--- src/rtl/mda_attr_shifter_if.sv ---
// Character-cell bus between the MDA text timing front end and the pixel shifter.
// The master supplies the per-cell glyph/attribute data and strobes; the slave returns the pixel flags.
interface mda_attr_shifter_if;
   logic       pix_en;
   logic       load;
   logic       disp_en;
   logic [7:0] char_code;
   logic [7:0] attr;
   logic [7:0] font_row;
   logic       cursor;
   logic       underline_row;
   logic       frame_tick;
   logic       video;
   logic       intensity;

   modport master (
      output pix_en, load, disp_en, char_code, attr, font_row,
             cursor, underline_row, frame_tick,
      input  video, intensity
   );

   modport slave (
      input  pix_en, load, disp_en, char_code, attr, font_row,
             cursor, underline_row, frame_tick,
      output video, intensity
   );
endinterface

--- src/rtl/mda_attr_shifter.sv ---
// MDA 9-dot character shifter with attribute, cursor and blink decode.
// Pixel out 1 clk after its pix_en edge (column 0 at the load edge); pix_en=0 freezes everything but the frame counter.
module mda_attr_shifter #(
   parameter int BLINK_BITS = 5
) (
   input logic             clk,
   input logic             reset,
   mda_attr_shifter_if.slave bus
);

   localparam logic [3:0] COL_LAST = 4'd8;
   localparam logic [3:0] COL_IDLE = 4'd9;

   logic [8:0]            shreg;
   logic [3:0]            col;
   logic [7:0]            attr_q;
   logic                  cur_q;
   logic                  ul_q;
   logic                  de_q;
   logic                  cph_q;
   logic                  bph_q;
   logic [BLINK_BITS-1:0] frame_cnt;

   logic                  cursor_phase;
   logic                  blink_phase;
   logic                  col9_bit;
   logic [8:0]            load_row;
   logic [1:0]            load_pix;
   logic [1:0]            next_pix;

   // Returns {video, intensity}; rule order matters, first match wins.
   function automatic logic [1:0] decode(
      input logic       b,
      input logic [7:0] a,
      input logic       de,
      input logic       cur,
      input logic       ul,
      input logic       cph,
      input logic       bph
   );
      logic v;
      logic rev;
      v   = 1'b0;
      rev = 1'b0;
      if (!de) begin
         v = 1'b0;
      end else if (cur && cph) begin
         v = 1'b1;
      end else if (a[2:0] == 3'b000 && a[6:4] == 3'b111) begin
         rev = 1'b1;
         v   = ~b & ~(a[7] & bph);
      end else if (a[2:0] == 3'b000) begin
         v = 1'b0;
      end else if (a[2:0] == 3'b001 && ul) begin
         v = 1'b1;
      end else begin
         v = b & ~(a[7] & bph);
      end
      return {v, (rev ? 1'b0 : (a[3] & v))};
   endfunction

   assign cursor_phase = frame_cnt[BLINK_BITS-2];
   assign blink_phase  = frame_cnt[BLINK_BITS-1];

   // Line-graphics codes 0xC0-0xDF stretch the rightmost glyph dot into the 9th column.
   assign col9_bit = (bus.char_code[7:5] == 3'b110) ? bus.font_row[0] : 1'b0;
   assign load_row = {bus.font_row, col9_bit};

   assign load_pix = decode(load_row[8], bus.attr, bus.disp_en, bus.cursor,
                            bus.underline_row, cursor_phase, blink_phase);
   assign next_pix = decode(shreg[7], attr_q, de_q, cur_q, ul_q, cph_q, bph_q);

   always_ff @(posedge clk) begin
      if (reset) begin
         shreg         <= '0;
         col           <= COL_IDLE;
         attr_q        <= '0;
         cur_q         <= 1'b0;
         ul_q          <= 1'b0;
         de_q          <= 1'b0;
         cph_q         <= 1'b0;
         bph_q         <= 1'b0;
         frame_cnt     <= '0;
         bus.video     <= 1'b0;
         bus.intensity <= 1'b0;
      end else begin
         if (bus.frame_tick) begin
            frame_cnt <= frame_cnt + 1'b1;
         end
         if (bus.pix_en) begin
            if (bus.load) begin
               // Phases are frozen here so a tick in this cycle only affects later cells.
               shreg         <= load_row;
               col           <= 4'd0;
               attr_q        <= bus.attr;
               cur_q         <= bus.cursor;
               ul_q          <= bus.underline_row;
               de_q          <= bus.disp_en;
               cph_q         <= cursor_phase;
               bph_q         <= blink_phase;
               bus.video     <= load_pix[1];
               bus.intensity <= load_pix[0];
            end else if (col < COL_LAST) begin
               col           <= col + 1'b1;
               shreg         <= {shreg[7:0], 1'b0};
               bus.video     <= next_pix[1];
               bus.intensity <= next_pix[0];
            end else begin
               col           <= COL_IDLE;
               bus.video     <= 1'b0;
               bus.intensity <= 1'b0;
            end
         end
      end
   end

endmodule
--- src/flat_wrapper.sv ---
// flat-port wrapper written by rule: the top's interface ports become plain ports
module mda_attr_shifter_flat 
#(
   parameter int BLINK_BITS = 5
)
  (clk, reset, bus_pix_en, bus_load, bus_disp_en, bus_char_code, bus_attr, bus_font_row, bus_cursor, bus_underline_row, bus_frame_tick, bus_video, bus_intensity);
  mda_attr_shifter_if bus_i ();
  input logic clk;
  input logic reset;
  input wire logic [$bits(bus_i.pix_en)-1:0] bus_pix_en;
  input wire logic [$bits(bus_i.load)-1:0] bus_load;
  input wire logic [$bits(bus_i.disp_en)-1:0] bus_disp_en;
  input wire logic [$bits(bus_i.char_code)-1:0] bus_char_code;
  input wire logic [$bits(bus_i.attr)-1:0] bus_attr;
  input wire logic [$bits(bus_i.font_row)-1:0] bus_font_row;
  input wire logic [$bits(bus_i.cursor)-1:0] bus_cursor;
  input wire logic [$bits(bus_i.underline_row)-1:0] bus_underline_row;
  input wire logic [$bits(bus_i.frame_tick)-1:0] bus_frame_tick;
  output wire logic [$bits(bus_i.video)-1:0] bus_video;
  output wire logic [$bits(bus_i.intensity)-1:0] bus_intensity;
  assign bus_i.pix_en = bus_pix_en;
  assign bus_i.load = bus_load;
  assign bus_i.disp_en = bus_disp_en;
  assign bus_i.char_code = bus_char_code;
  assign bus_i.attr = bus_attr;
  assign bus_i.font_row = bus_font_row;
  assign bus_i.cursor = bus_cursor;
  assign bus_i.underline_row = bus_underline_row;
  assign bus_i.frame_tick = bus_frame_tick;
  assign bus_video = bus_i.video;
  assign bus_intensity = bus_i.intensity;
  mda_attr_shifter #(.BLINK_BITS(BLINK_BITS)) u_core (.clk(clk), .reset(reset), .bus(bus_i));
endmodule
--- config.mk ---
export PLATFORM = sky130hd
export DESIGN_NAME = mda_attr_shifter_flat
export DESIGN_NICKNAME = d
export VERILOG_FILES = /design/src/rtl/mda_attr_shifter_if.sv /design/src/rtl/mda_attr_shifter.sv /design/src/flat_wrapper.sv
export SDC_FILE = /design/constraint.sdc
export NUM_CORES = 1
export LEC_CHECK = 0
export ABC_AREA = 1
export CORE_AREA = 2 2 67 56
export DETAILED_ROUTE_END_ITERATION = 16
export DIE_AREA = 0 0 69 58
export PLACE_DENSITY = 0.74
export SLEW_MARGIN = 20
export SYNTH_ARGS = -nofsm -noshare
export SYNTH_HDL_FRONTEND = slang
export SYNTH_SLANG_ARGS = --single-unit
--- constraint.sdc ---
create_clock -name clk -period 2.37 [get_ports clk]
set_input_delay 0.237 -clock clk [delete_from_list [all_inputs] [get_ports clk]]
set_output_delay 0.237 -clock clk [all_outputs]
set_load 0.02 [all_outputs]
==> impl_metrics.py, run 1 <==
metrics = {
    "run_status": {
        "status": "finished clean",
    },
    "layout": {
        "nFillCells": 334,
        "multi_input_area_um2": 696,
        "insertedDiodeCount": 0,
        "post-route-util_pct": 54.8,
        "drive_above_1_share_pct": 8.89,
        "mostFrequentLayoutCell": "nand2_1",
        "layout.nets": 258,
        "stdcell_area_um2": 1820,
        "final_cell_mix": "nand2_1 (40), dfxtp_1 (32), clkdlybuf4s50_1 (28), nor2_1 (27), o21ai_0 (18)",
        "final_cell_count_no_fill": 267,
        "seqCellArea_um2": 641,
        "syn_to_final_growth_pct": 27.1,
    },
    "floorplan": {
        "die_area_um2": 4000,
        "std_cell_rows": 19,
        "core_area_um2": 3330,
        "die_width_um": 69,
        "initial_core_util_pct": 43.1,
        "ios": 34,
        "die_height_um": 58,
    },
    "placed_design": {
        "postPlaceCellArea_um2": 1730,
        "dp_hpwl_mm": 2.09,
        "dp_cells": 259,
        "portBuffers": 28,
        "gp_congestion": 0.737,
        "place_ws_ps": 449,
    },
    "sta": {
        "rsz0062_at_grt": "no",
        "fin_setup_tns_ps": 0,
        "finalSetupViolCount": 0,
        "finalWorstSetupSlack_ps": 755,
        "min_period_over_period_pct": 68.1,
        "fmax_mhz": 619,
        "slew_viol_final": 0,
        "finClkSkew_ps": 3.64,
        "relSlewSlack_pct": 72.2,
        "worst_pin_slew_ps": 416,
        "worst_hold_slack_ps": 458,
        "period_needed_ps": 1610,
        "final_hold_viol_count": 0,
    },
    "cts": {
        "post_cts_buffers": 0,
        "tritoncts": "yes",
        "clkSlewWorstSetupHoldPaths_ps": 70,
        "cts-hold-fix-buffers": 0,
        "clkLatencyLatePin_ps": 290,
        "h-tree-depth": 2,
        "cts_max_path_buffers": 2,
        "numClockSinks": 32,
        "numCtsBuffers": 5,
        "postCtsResizedCells": 0,
        "cts-root-buf": "clkbuf_8",
    },
    "job": {
        "cap_violations": 0,
    },
    "worst_setup_path": {
        "end_kind": "register",
        "worstSetupPathType": "in2reg",
        "setup.worst_path.end": "u_core.shreg[6]",
        "cp-start-kind": "input pin",
        "reg2reg_depth": 9,
        "critical_path.startpoint": "bus_pix_en",
        "path_max_fanout": 18,
        "arrival_ps": 1830,
        "r2r_start": "u_core.frame_cnt[4]",
        "regToRegSetupSlack_ps": 1230,
        "rr_endpoint": "u_core.bus.intensity",
        "required_ps": 2590,
    },
    "global_route": {
        "grt_pass1_vias": 1161,
        "grt_max_degree": 28,
        "grt_overflow_total": 0,
        "grt_antenna_before_repair": 0,
        "grt_pass1_wl_mm": 5.01,
        "grt_usage_pct": 15.8,
    },
    "yosys": {
        "synth_cells": 195,
        "synth.largest_area_cell": "dfxtp_1",
        "synthDominantCellAreaShare_pct": 44.7,
        "netlist_area_um2": 1430,
        "yosys_warnings": 0,
        "syn_avg_cell_area_um2": 7.35,
        "synth_area_leaders": "dfxtp_1 (45%), nand2_1 (10%), nor2_1 (7.1%), o21ai_0 (6.3%), a21oi_1 (4.5%)",
        "synth_seq_cells": 32,
        "synth_cell_types": 28,
        "syn-num-nets": 229,
        "yosysSeqAreaShare_pct": 44.7,
    },
    "power": {
        "ir_drop_v": 0.000372,
        "finalPower_mw": 1.19,
        "power_density_nw_per_um2": 652,
        "leakage_nw": 0.727,
    },
    "routing": {
        "wirelength_mm": 2.89,
        "wl_per_cell_um": 10.8,
        "dr.pass1.iters": 4,
        "ant_nets": 0,
        "vias_per_cell": 4.86,
        "drtIter0Drc": 74,
        "remaining_drc_errors": 0,
        "via_count": 1298,
    },
    "min_path": {
        "hold_path_startpoint": "u_core.attr_q[0]",
        "min_path_type": "reg2reg",
    },
}
[area by class of cell]
class | instances | share of cell area, %
clock buffer | 8 | 4.94
sequential | 32 | 35.1
tap | 42 | 2.88
timing repair buffer | 29 | 15.8
multi-input combinational | 141 | 38.2
inverter | 15 | 3.09
[critical path, cell delays in order]
cell and delay [ps]:
clkdlybuf4s50_1 720, nand2_2 310, o21ai_4 260, o21ai_0 130, a31oi_1 150
[flip-flops by register name, summed over array words and instances (netlist names)]
signal                flops
u_core.attr_q             8
u_core.shreg              8
u_core.frame_cnt          5
u_core.col                4
u_core.bph_q              1
u_core.bus.intensity      1
u_core.bus.video          1
u_core.cph_q              1
u_core.cur_q              1
u_core.de_q               1
u_core.ul_q               1
[routing by layer]
layer	routed length, um	track usage (%)	share of wire, %	up-vias
met5	0	0	0	-
met4	44	6.72	1.5	0
met3	89	5.22	3.1	5
met2	1280	24.5	44	19
met1	1480	20.6	51	561
li1	-	-	-	713
[Yosys cell counts]
| master | instances |
|---|---|
| dfxtp_1 | 32 |
| a21oi_1 | 13 |
| o211ai_1 | 1 |
| nand2_1 | 40 |
| nand2_2 | 1 |
| clkbuf_2 | 1 |
| nand4_1 | 1 |
| a31oi_1 | 7 |
| nor2_2 | 3 |
| a21oi_2 | 1 |
| nand3_1 | 11 |
| a31oi_2 | 1 |
| clkinv_1 | 1 |
| buf_6 | 1 |
| ha_1 | 2 |
| nor2_1 | 27 |
| o21ai_2 | 1 |
| inv_1 | 10 |
| and3_1 | 1 |
| inv_2 | 4 |
| o21ai_0 | 18 |
| o21ai_1 | 6 |
| o21ai_4 | 1 |
| nor3_1 | 3 |
| a41oi_1 | 1 |
| nor4_2 | 1 |
| buf_2 | 5 |
| a21boi_0 | 1 |
[how the worst min path moves through the flow]
| stage | end | cells after the start |
|---|---|---|
| floorplan | u_core.col[1] | 1 |
| global placement | u_core.attr_q[3] | 2 |
| global route | u_core.attr_q[0] | 2 |
| finish | u_core.attr_q[0] | 2 |
| CTS | u_core.attr_q[0] | 2 |
| detailed placement | u_core.de_q | 2 |
[cells by family after synthesis]
group                      synth area share, %
AOI/OAI and AO/OA                         20.9
adders and majority gates                 1.74
buffers and inverters                     6.81
DFF                                       44.7
and+or+nand+nor                           25.9
[where the power goes]
group	internal [mW]	total (mW)	switching (mW)
combinational	0.0808	0.164	0.0834
sequential	0.572	0.592	0.0200
clock	0.237	0.433	0.196
total	0.890	1.19	0.299
(Power assumes the default switching activity.)
==> run 2, diff against run 1 <==
==> constraint.sdc (replaced) <==
create_clock -name clk -period 1.65 [get_ports clk]
set_input_delay 0.165 -clock clk [delete_from_list [all_inputs] [get_ports clk]]
set_output_delay 0.165 -clock clk [all_outputs]
set_load 0.02 [all_outputs]
==> run 2 against run 1 <==
  * First-iteration DRC count up 34%
  * Hold slack improved by 0.94 ps
  * Largest cell class unchanged
  * Via count up 0.31%
  * Wire length rose by 3.0%
  * Core utilization grew 0.68 points
  * Critical path depth shrank 4
  * Clock skew increased by 1.4 ps
  * Sequential share of layout area decreased by 0.43 points
  * Combinational power up 49%
  * Register-to-register slack got worse by 700 ps
  * Non-clock buffer count rose by 3
==> impl_metrics.py, run 2 (synthesis gave the netlist of run 1 again) <==
metrics = {
    "routing": {
        "remaining_drc_errors": 0,
        "dr.pass1.iters": 4,
        "vias_per_cell": 4.82,
        "via_count": 1302,
        "ant_nets": 0,
        "wl_per_cell_um": 11.0,
        "wirelength_mm": 2.98,
        "drtIter0Drc": 99,
    },
    "sta": {
        "finalWorstSetupSlack_ps": 286,
        "period_needed_ps": 1360,
        "final_hold_viol_count": 0,
        "worst_pin_slew_ps": 410,
        "min_period_over_period_pct": 82.6,
        "fin_setup_tns_ps": 0,
        "finClkSkew_ps": 5.04,
        "slew_viol_final": 0,
        "rsz0062_at_grt": "no",
        "fmax_mhz": 733,
        "finalSetupViolCount": 0,
        "relSlewSlack_pct": 72.6,
    },
    "worst_setup_path": {
        "reg2reg_depth": 3,
        "end_kind": "primary output",
        "cp.depth": 1,
        "crit_path_top_delay_cell": "clkdlybuf4s50_1",
        "path_delay_family": "buffers and inverters",
        "path_cells": "clkdlybuf4s50_1",
        "arrival_ps": 1200,
        "required_ps": 1480,
        "worstSetupPathType": "reg2out",
        "worst-path-buf-inv": 1,
        "cp-start-kind": "register",
        "path_max_fanout": 2,
        "max_stage_delay_ps": 600,
    },
    "layout": {
        "final_cell_mix": "nand2_1 (40), dfxtp_1 (32), clkdlybuf4s50_1 (28), nor2_1 (27), o21ai_0 (18)",
        "mostFrequentLayoutCell": "nand2_1",
        "layout.nets": 261,
        "syn_to_final_growth_pct": 28.7,
        "drive_above_1_share_pct": 10.1,
        "largest_registers": "u_core.attr_q: 8 flops, u_core.shreg: 8 flops, u_core.frame_cnt: 5 flops",
        "insertedDiodeCount": 0,
    },
    "global_route": {
        "grtUsageMet3_pct": 3.83,
        "grt_antenna_before_repair": 0,
        "grt_usage_pct": 15.5,
        "grt.busiest_layer": "met2",
        "grt_overflow_total": 0,
        "grt_pass1_vias": 1189,
        "met2_usage_pct": 25.0,
        "grt_pass1_wl_mm": 5.04,
        "grt_max_degree": 28,
        "grtUsageMet1_pct": 20.5,
    },
    "floorplan": {
        "std_cell_rows": 19,
        "ios": 34,
        "die_width_um": 69,
        "initial_core_util_pct": 43.1,
        "die_area_um2": 4000,
        "die_height_um": 58,
        "core_area_um2": 3330,
    },
    "cts": {
        "post_cts_buffers": 0,
        "numClockSinks": 32,
        "tritoncts": "yes",
        "cts-root-buf": "clkbuf_8",
        "clkLatencyLatePin_ps": 270,
        "postCtsResizedCells": 0,
        "h-tree-depth": 2,
        "numCtsBuffers": 5,
        "clkSlewWorstSetupHoldPaths_ps": 60,
        "cts_max_path_buffers": 2,
        "cts-hold-fix-buffers": 0,
    },
    "power": {
        "power_density_nw_per_um2": 920,
        "ir_drop_v": 0.000595,
        "leakage_nw": 0.741,
    },
    "run_status": {
        "status": "finished clean",
    },
    "job": {
        "cap_violations": 0,
    },
    "min_path": {
        "whs_path_depth": 2,
        "min_path_type": "reg2reg",
    },
    "placed_design": {
        "gp_congestion": 0.741,
        "dp_hpwl_mm": 2.12,
        "place_ws_ps": 177,
        "portBuffers": 28,
    },
}
## run 2: changes by cell type in the layout (fill, tap and decap cells not counted)
cell / previous run / this run
buf_4: 1 / 4
## run 2: per-stage QoR
stage | std cells | total power [mW] | util, % | hold WS [ps] | area (um^2)
global placement | 262 | 1.11 | 52.7 | 443 | 1760
floorplan | 195 | 1.00 | - | 234 | 1430
global route | 270 | 1.78 | 55.5 | 469 | 1850
CTS | 270 | 1.71 | 55.5 | 459 | 1850
finish | 270 | 1.70 | 55.5 | 459 | 1850
detailed placement | 262 | 1.11 | 52.7 | 447 | 1760
## run 2: layout make-up
| cell class | instances | area (um^2) |
|---|---|---|
| fill | 336 | 1480 |
| multi-input combinational | 141 | 696 |
| sequential | 32 | 641 |
| timing repair buffer | 32 | 310 |
| clock buffer | 8 | 90.1 |
| inverter | 15 | 56.3 |
| tap | 42 | 52.6 |
## run 2: worst paths after layout
| path | start | to | slack [ps] |
|---|---|---|---|
| worst max-delay path | u_core.bus.intensity | bus_intensity | 290 |
| worst min-delay path | u_core.de_q | u_core.de_q | 460 |
| worst max register to register | u_core.col[3] | u_core.shreg[6] | 530 |
| worst min register to register | u_core.de_q | u_core.de_q | 460 |
## run 2: where the power goes
part           leakage (nW)  internal (mW)  switching [mW]
combinational         0.432          0.121           0.123
sequential            0.264          0.822          0.0294
clock                0.0455          0.340           0.263
total                 0.741           1.28           0.415
## run 2: routing by layer
layer / wire, um / vias up / share of wire, %
li1: - / 714 / -
met1: 1500 / 563 / 50
met3: 102 / 5 / 3.4
met5: 0 / - / 0
met2: 1340 / 20 / 45
met4: 29 / 0 / 0.97
